## src/rtl/slg46620_cnt0_pkg.sv

```systemverilog
// Shared types and constants for the SLG46620-style CNT/DLY macrocell.
package slg46620_cnt0_pkg;

    typedef enum logic {
        DLY = 1'b0,
        CNT = 1'b1
    } func_t;

    typedef enum logic [1:0] {
        Rising_Edge  = 2'd0,
        Falling_Edge = 2'd1,
        Both_Edge    = 2'd2,
        High_Level   = 2'd3
    } edge_t;

    localparam int              CNT_W   = 14;
    localparam logic [CNT_W-1:0] CNT_MAX = 14'h3FFF;
    localparam logic [CNT_W-1:0] CNT_ONE = 14'd1;

    // Count value at which a tick produces the output pulse.
    function automatic logic [CNT_W-1:0] terminal_count(input logic up);
        return up ? CNT_MAX : '0;
    endfunction

endpackage

```

## src/rtl/slg46620_cnt_dly_if.sv

```systemverilog
// Configuration, data and output signals of one CNT/DLY macrocell.
interface slg46620_cnt_dly_if;
    import slg46620_cnt0_pkg::*;

    logic [3:0]       i_clk_source_mux;
    logic [15:0]      i_clk_ens;
    logic [CNT_W-1:0] i_data_from_register;
    func_t            i_macrocell_function_select;
    edge_t            i_edge_reset_mode_select;
    logic             i_reset_set_mode;
    logic             i_keep;
    logic             i_up;
    logic             i_resetin_timer;
    logic             i_in;
    logic             o_out;
    logic             o_edge_detect_out;

    modport master (
        output i_clk_source_mux, i_clk_ens, i_data_from_register,
               i_macrocell_function_select, i_edge_reset_mode_select,
               i_reset_set_mode, i_keep, i_up, i_resetin_timer, i_in,
        input  o_out, o_edge_detect_out
    );

    modport slave (
        input  i_clk_source_mux, i_clk_ens, i_data_from_register,
               i_macrocell_function_select, i_edge_reset_mode_select,
               i_reset_set_mode, i_keep, i_up, i_resetin_timer, i_in,
        output o_out, o_edge_detect_out
    );

endinterface

```

## src/rtl/cnt_dly_edge_detect.sv

```systemverilog
// Registers the previous input level and flags transitions matching the selected edge mode.
module cnt_dly_edge_detect
    import slg46620_cnt0_pkg::*;
(
    input  logic  clk,
    input  logic  rst,
    input  logic  in,
    input  edge_t mode,
    input  logic  suppress,
    output logic  evt,
    output logic  toggle,
    output logic  edge_out
);

    logic prev_q, prev_d;
    logic edge_out_q, edge_out_d;

    always_comb begin
        toggle = in ^ prev_q;
        case (mode)
            Rising_Edge:  evt = in & ~prev_q;
            Falling_Edge: evt = ~in & prev_q;
            Both_Edge:    evt = in ^ prev_q;
            default:      evt = in;
        endcase
        prev_d     = in;
        edge_out_d = evt & ~suppress;
    end

    always_ff @(posedge clk or posedge rst) begin
        if (rst) begin
            prev_q     <= 1'b0;
            edge_out_q <= 1'b0;
        end else begin
            prev_q     <= prev_d;
            edge_out_q <= edge_out_d;
        end
    end

    assign edge_out = edge_out_q;

endmodule

```

## src/rtl/slg46620_cnt_dly.sv

```systemverilog
// SLG46620-style 14-bit counter/delay macrocell: periodic pulse (CNT) or edge delay/glitch filter (DLY).
// Define SLG_CNT_DLY_FSM_EN to honour i_up/i_keep; otherwise the counter always counts down.
module slg46620_cnt_dly
    import slg46620_cnt0_pkg::*;
(
    input  logic              i_clk,
    input  logic              i_reset,
    slg46620_cnt_dly_if.slave bus
);

    logic [CNT_W-1:0] count_q, count_d;
    logic             out_q, out_d;
    logic             init_q, init_d;
    logic             pending_q, pending_d;
    logic             target_q, target_d;

    logic             tick, evt, toggle, up_en, keep_en;
    logic [CNT_W-1:0] n_val, term;
    edge_t            eff_mode;

`ifdef SLG_CNT_DLY_FSM_EN
    assign up_en   = bus.i_up;
    assign keep_en = bus.i_keep;
`else
    logic unused_fsm_inputs;
    assign up_en             = 1'b0;
    assign keep_en           = 1'b0;
    assign unused_fsm_inputs = bus.i_up ^ bus.i_keep;
`endif

    assign tick  = bus.i_clk_ens[bus.i_clk_source_mux];
    assign n_val = bus.i_data_from_register;
    assign term  = terminal_count(up_en);

    // A level has no meaning for a delay line, so DLY treats High_Level as Both_Edge.
    always_comb begin
        eff_mode = bus.i_edge_reset_mode_select;
        if (bus.i_macrocell_function_select == DLY && eff_mode == High_Level)
            eff_mode = Both_Edge;
    end

    cnt_dly_edge_detect u_edge (
        .clk      (i_clk),
        .rst      (i_reset),
        .in       (bus.i_in),
        .mode     (eff_mode),
        .suppress (init_q),
        .evt      (evt),
        .toggle   (toggle),
        .edge_out (bus.o_edge_detect_out)
    );

    always_comb begin
        count_d   = count_q;
        out_d     = out_q;
        init_d    = 1'b0;
        pending_d = pending_q;
        target_d  = target_q;
        if (init_q || bus.i_resetin_timer) begin
            count_d   = n_val;
            out_d     = 1'b0;
            pending_d = 1'b0;
        end else if (bus.i_macrocell_function_select == CNT) begin
            out_d     = 1'b0;
            pending_d = 1'b0;
            if (evt) begin
                count_d = bus.i_reset_set_mode ? term : n_val;
            end else if (tick && !keep_en) begin
                if (count_q == term) begin
                    out_d   = 1'b1;
                    count_d = n_val;
                end else if (up_en) begin
                    count_d = count_q + CNT_ONE;
                end else begin
                    count_d = count_q - CNT_ONE;
                end
            end
        end else begin
            if (evt) begin
                // An edge back to the current output level is a glitch: drop the pending change.
                if (bus.i_in == out_q) begin
                    pending_d = 1'b0;
                end else begin
                    pending_d = 1'b1;
                    count_d   = n_val;
                    target_d  = bus.i_in;
                end
            end else if (toggle) begin
                out_d     = bus.i_in;
                pending_d = 1'b0;
            end else if (pending_q && tick) begin
                if (count_q == '0) begin
                    out_d     = target_q;
                    pending_d = 1'b0;
                end else begin
                    count_d = count_q - CNT_ONE;
                end
            end
        end
    end

    always_ff @(posedge i_clk or posedge i_reset) begin
        if (i_reset) begin
            count_q   <= '0;
            out_q     <= 1'b0;
            init_q    <= 1'b1;
            pending_q <= 1'b0;
            target_q  <= 1'b0;
        end else begin
            count_q   <= count_d;
            out_q     <= out_d;
            init_q    <= init_d;
            pending_q <= pending_d;
            target_q  <= target_d;
        end
    end

    assign bus.o_out = out_q;

endmodule

```

## src/flat_wrapper.sv

```systemverilog
// flat-port wrapper written by rule: the top's interface ports become plain ports
module slg46620_cnt_dly_flat import slg46620_cnt0_pkg::*;
  (i_clk, i_reset, bus_i_clk_source_mux, bus_i_clk_ens, bus_i_data_from_register, bus_i_macrocell_function_select, bus_i_edge_reset_mode_select, bus_i_reset_set_mode, bus_i_keep, bus_i_up, bus_i_resetin_timer, bus_i_in, bus_o_out, bus_o_edge_detect_out);
  slg46620_cnt_dly_if bus_i ();
  input  logic i_clk;
  input  logic i_reset;
  input wire logic [$bits(bus_i.i_clk_source_mux)-1:0] bus_i_clk_source_mux;
  input wire logic [$bits(bus_i.i_clk_ens)-1:0] bus_i_clk_ens;
  input wire logic [$bits(bus_i.i_data_from_register)-1:0] bus_i_data_from_register;
  input wire logic [$bits(bus_i.i_macrocell_function_select)-1:0] bus_i_macrocell_function_select;
  input wire logic [$bits(bus_i.i_edge_reset_mode_select)-1:0] bus_i_edge_reset_mode_select;
  input wire logic [$bits(bus_i.i_reset_set_mode)-1:0] bus_i_reset_set_mode;
  input wire logic [$bits(bus_i.i_keep)-1:0] bus_i_keep;
  input wire logic [$bits(bus_i.i_up)-1:0] bus_i_up;
  input wire logic [$bits(bus_i.i_resetin_timer)-1:0] bus_i_resetin_timer;
  input wire logic [$bits(bus_i.i_in)-1:0] bus_i_in;
  output wire logic [$bits(bus_i.o_out)-1:0] bus_o_out;
  output wire logic [$bits(bus_i.o_edge_detect_out)-1:0] bus_o_edge_detect_out;
  assign bus_i.i_clk_source_mux = bus_i_clk_source_mux;
  assign bus_i.i_clk_ens = bus_i_clk_ens;
  assign bus_i.i_data_from_register = bus_i_data_from_register;
  assign bus_i.i_macrocell_function_select = bus_i_macrocell_function_select;
  assign bus_i.i_edge_reset_mode_select = bus_i_edge_reset_mode_select;
  assign bus_i.i_reset_set_mode = bus_i_reset_set_mode;
  assign bus_i.i_keep = bus_i_keep;
  assign bus_i.i_up = bus_i_up;
  assign bus_i.i_resetin_timer = bus_i_resetin_timer;
  assign bus_i.i_in = bus_i_in;
  assign bus_o_out = bus_i.o_out;
  assign bus_o_edge_detect_out = bus_i.o_edge_detect_out;
  slg46620_cnt_dly u_core (.i_clk(i_clk), .i_reset(i_reset), .bus(bus_i));
endmodule
```

## config.mk

```make
export PLATFORM = sky130hd
export DESIGN_NAME = slg46620_cnt_dly_flat
export DESIGN_NICKNAME = d
export VERILOG_FILES = /design/src/rtl/slg46620_cnt0_pkg.sv /design/src/rtl/slg46620_cnt_dly_if.sv /design/src/rtl/cnt_dly_edge_detect.sv /design/src/rtl/slg46620_cnt_dly.sv /design/src/flat_wrapper.sv
export SDC_FILE = /design/constraint.sdc
export NUM_CORES = 1
export LEC_CHECK = 0
export BUFFER_PORTS_ARGS = -buffer_cell sky130_fd_sc_hd__buf_2
export CORE_ASPECT_RATIO = 0.7
export CORE_UTILIZATION = 47
export DETAILED_ROUTE_END_ITERATION = 7
export PLACE_DENSITY = 0.85
export SLEW_MARGIN = 0
export SYNTH_ARGS = -nofsm -noshare
export SYNTH_HDL_FRONTEND = slang
export SYNTH_SLANG_ARGS = --single-unit
```

## constraint.sdc

```tcl
create_clock -name i_clk -period 3.3 [get_ports i_clk]
set_input_delay 0.165 -clock i_clk [delete_from_list [all_inputs] [get_ports i_clk]]
set_output_delay 0.165 -clock i_clk [all_outputs]
set_load 0.1 [all_outputs]
```

# Word-level counts from Yosys, hierarchy flattened

Cells that the tools add are included.

Input bits: 44
Logic and storage cells: 73
Flip-flop bits (word level): 20

Bitwise logic cells: 10
$lt $le $gt $ge: 1
Mux-type cells: 31
Eq/ne operators: 9
Reduce and logical (&&, ||, !) cells: 14
Add/sub/neg operators: 1

Operators with widths:

| operator                                                                     | number |
|---|---|
| 14-bit two-way mux                                                           | 11 |
| 1-bit two-way mux                                                            | 17 |
| 14-bit logical NOT                                                           | 1 |
| 14-bit by 1-bit subtractor with 14-bit output, second input constant         | 1 |
| 4-bit nonzero test                                                           | 3 |
| 5-bit nonzero test                                                           | 2 |
| 1-bit inverter                                                               | 6 |
| 4-bit by 5-bit less-than comparator with 1-bit output, second input constant | 1 |
| 5-bit AND reduction                                                          | 1 |
| 1-bit binary-select mux with 4-bit select                                    | 1 |
| 2-bit == test, second input constant                                         | 2 |
| 4-bit by 1-bit != test with 1-bit output, second input constant              | 1 |
| 4-bit by 2-bit != test with 1-bit output, second input constant              | 1 |
| 4-bit by 3-bit != test with 1-bit output, second input constant              | 1 |
| 4-bit != test, second input constant                                         | 1 |
| 4-bit AND reduction                                                          | 1 |
| 1-bit AND                                                                    | 3 |
| 3-bit != test, second input constant                                         | 1 |
| 1-bit one-hot mux with 3 select lines                                        | 1 |
| 3-bit AND reduction                                                          | 1 |
| 2-bit by 1-bit == test with 1-bit output, second input constant              | 1 |
| 1-bit logical AND                                                            | 2 |
| 2-bit logical NOT                                                            | 1 |
| 2-bit two-way mux                                                            | 1 |
| 4 further kinds                                                              | 4 |

# Depth between registers and ports, before layout

Depth after elaboration: 8
Gate-level depth with buffers: 10
Depth with buffers taken out: 8

# Cells and area by module

Synthesis repeated with hierarchy kept, for this count alone.

Cells, all modules: 222
Area, all modules: 1838.0 µm²

By module, submodules not included:

| module              | instances | area an instance (µm²) | cells an instance |
|---|---|---|---|
| slg46620_cnt_dly    | 1         | 1711.6                 | 212 |
| cnt_dly_edge_detect | 1         | 126.4                  | 10 |

# Least setup slack after synthesis

Ideal clock, no wire load.

Path kind: reg2reg
Start: register u_core.out_q (netlist: u_core.bus.o_out)
End: register u_core.count_q[6]
Clock period less this slack: 2.190 ns
Data arrival time: 2.061 ns
Setup slack: 1.110 ns
Stages on the path, launching flop included: 8
Data required time: 3.171 ns
Setup time: 0.129 ns
Path through: dfrtp_1 xnor2_1 and2_1 o21ai_0 a31oi_4 buf_6 o21ai_0 o21ai_0

Longest elaborated chain between the ends: 3

RTL lines:

| item                          | line                    | RTL |
|---|---|---|
| start: declaration            | slg46620_cnt_dly.sv:12  | `logic out_q, out_d;` |
| start signal: assignment      | slg46620_cnt_dly.sv:111 | `out_q <= out_d;` |
| 1-bit == test                 | slg46620_cnt_dly.sv:81  | `if (bus.i_in == out_q) begin` |
| 4-bit != test (no line)       | n/a                     |  |
| 5-bit AND reduction (no line) | n/a                     |  |
| end signal: assignment        | slg46620_cnt_dly.sv:110 | `count_q <= count_d;` |
| end: declaration              | slg46620_cnt_dly.sv:11  | `logic [CNT_W-1:0] count_q, count_d;` |

No other way between the ends.
A chain may end at the register's enable or synchronous reset.

# Final worst setup path

Start: register u_core.u_edge.prev_q
End: register u_core.count_q[7]

Longest elaborated chain between the ends: 6
Elaborated cells between the ends (all ways): 15
Classes of those cells: eq/ne (4); mux (5); bitwise (4); reduce/logical (2)

RTL lines:

| item                                                                        | line                      | RTL |
|---|---|---|
| start: declaration                                                          | cnt_dly_edge_detect.sv:15 | `logic prev_q, prev_d;` |
| start signal: assignment                                                    | cnt_dly_edge_detect.sv:35 | `prev_q <= prev_d;` |
| parallel branches: the longest is 6 deep, another holds 5-bit AND reduction | n/a                       |  |

Several ways; the timed one is not identified.

==> results.toml <==
[outcome]
outcome = "finished clean"

[sta]
finalSetupTns_ns = 0
min_period_over_period_pct = 78.77
setup_viol = 0
hold_violations = 0
grt_setup_unrepaired = "no"
clock_skew_ns = 0.004188
hold_ws_ns = 0.02779
max_slew_margin_pct = 49.15
clock.fmax_mhz = 384.7
min_period_ns = 2.599
slew_violations = 0
tightest_slew_ns = 0.7620

[clocking]
clk_path_buf_depth = 2
clock-root-buffer = "clkbuf_8"
cts_tree = "built"
ctsHoldBuffers = 0
insertion_delay_ns = 0.26
cts_sinks = 20
cts.repair.resized = 0
cts_buffers = 3
htreeDepth = 1
post_cts_buffers = 0
path_clk_slew_ns = 0.07

[critical_path]
cpMaxStageDelayCell = "a31oi_4"
reg2reg_depth = 7
r2r_setup_slack_ns = 0.70
crit_top_cell = "o21ai_0"
reg2reg_to = "u_core.count_q[7]"
crit_path_max_incr_delay_ns = 0.57
path_max_fanout = 28
critPathLaunchType = "flip-flop"
critPathKind = "reg -> reg"
worstPathCellList = "ha_1 > nand2_1 > o221ai_2 > o21ai_0 > a31oi_4 > o21ai_0 > o21ai_0"
cp-end-kind = "flip-flop"
required_ns = 3.47
worstReg2RegStart = "u_core.u_edge.prev_q"
cp.arrival_ns = 2.77

[finish]
diodes = 0
fillers = 263
final_cell_area_sq_um = 1779
drive_gt1_share_pct = 28.23
final_cell_mix = "buf_2, o21ai_0, nor2_1"
final_common_cell = "buf_2"
syn2layout_area_growth_pct = 16.84
final_nets = 258

[global_routing]
grt_max_degree = 29
overflow = 0
antenna_found_initial = 0
grt_first_pass_wirelength_um = 6196
grt_pass1_vias = 1336
grt_util_all_layers_pct = 22.40

[logic_synthesis]
ys_ff_latch = 20
synth.avg_cell_area_sq_um = 9.118
yosysWarnings = 0
synth.distinct_cells = 47
synth-async-reset-ratio_pct = 100.0
postSynthCellCount = 167
synth-edff-count = 0
syn_area_sq_um = 1523
synth-main-ff-cell = "dfrtp_1"
synth_fp_nets = 215
seq_area_frac_synth_pct = 32.95

[die]
floorplan.initialDensity_pct = 51.74
ios = 46
die_h_um = 49.62
row_count = 16
coreArea_sq_um = 2943
dieArea_sq_um = 3475
die_x_um = 70.03

[drt]
viasPerCell = 6.122
vias = 1500
routed_wirelength_um = 3627
drcViolationCount = 0
routedWlPerCell_um = 14.80
firstDrtPassIters = 4
antenna_left = 0
detailedRoute.firstIterationViolations = 223

[flow_run]
drv_cap = 0

[placement]
portBuffers = 43
routabilityCongestion = 0.9023
hpwlAfterDp_um = 2754
place_area_sq_um = 1734

[pwr]
vdd_ir_drop_max_mv = 0.1903
p_leak_nw = 0.7776
p_total_w = 0.0006492
powerDensity_nw_per_um2 = 364.9

[worst_hold_path]
hold_path.class = "in -> async"
stage by stage:
stage / std cells / util (%) / worst slack, ns
global placement: 241 / 58.93 / 0.8181
finish: 245 / 60.46 / 0.7007
CTS: 245 / 60.46 / 0.7332
global route: 245 / 60.46 / 0.4403
floorplan: 167 / - / 1.110
detailed placement: 241 / 58.93 / 0.7400
worst max-delay path by stage:
stage                                     from                end  slack, ns  depth (start not counted)
after floorplan               u_core.bus.o_out  u_core.count_q[6]       1.11                          7
after global placement                bus_i_in  u_core.count_q[2]       0.82                          9
after detailed placement              bus_i_in  u_core.count_q[7]       0.74                          9
after CTS                 u_core.u_edge.prev_q  u_core.count_q[7]       0.73                          7
after global routing      u_core.u_edge.prev_q  u_core.count_q[7]       0.44                          7
final                     u_core.u_edge.prev_q  u_core.count_q[7]       0.70                          7
layer usage:
layer / track usage (%) / routed length [um]
met1: 31.69 / 1627
met2: 35.26 / 1672
met3: 4.090 / 276
met4: 6.333 / 51
met5: 0 / 0
state kept, by name (all words and copies together), names as in the netlist:
signal / count
u_core.count_q: 14
u_core.bus.o_out: 1
u_core.init_q: 1
u_core.pending_q: 1
u_core.target_q: 1
u_core.u_edge.edge_out: 1
u_core.u_edge.prev_q: 1
cell usage after synthesis (all sizes together), types with 2 or more instances:
master  number  area share [%]
mux2i        4             2.6
nor3         6             2.7
nor4         3             1.6
o22a         2             1.2
mux4         4             6.9
a21oi       13             4.5
nor2b        2            0.82
a22oi        6             3.0
a211oi       2             1.3
nor2        22             5.4
nor3b        2            0.99
and2         2            0.82
inv          7             1.7
or3          2            0.82
ha           4             3.3
a31oi        4             2.6
buf          5             3.2
a32oi        2             1.2
nand2        7             1.7
o21ai       29             9.5
nand3        2            0.66
dfrtp       19              31
cell type report:
class                           instances  area (sq um)  share of cell area (%)
Multi-Input combinational cell        135         945.9                   53.16
Sequential cell                        20         501.7                   28.20
Timing Repair Buffer                   43         215.2                   12.10
Clock buffer                            4         45.04                   2.532
Tap cell                               36         45.04                   2.532
Inverter                                7         26.28                   1.477
logic make-up after synthesis:
group	count (synthesis)	synth area share, %
flip-flops	20	32.95
XOR/XNOR	1	0.5753
multiplexers	9	10.52
buffers and inverters	12	4.930
other	1	0.2463
adder cells (fa/ha/maj)	4	3.287
AND/OR/NAND/NOR	55	19.47
AO/OA/AOI/OAI	65	28.02
power by group:
group          switching, W  internal, W
combinational      0.000106    0.0000757
clock             0.0000794    0.0000860
sequential        0.0000301     0.000272
critical path: cells and delay by family, from the launching register on:
family	cells	cell delay [ns]
flops	1	0.39
simple gates	1	0.11
fa+ha+maj	1	0.38
compound gates	5	1.63
Note: power is estimated with default switching activity, not from simulation.
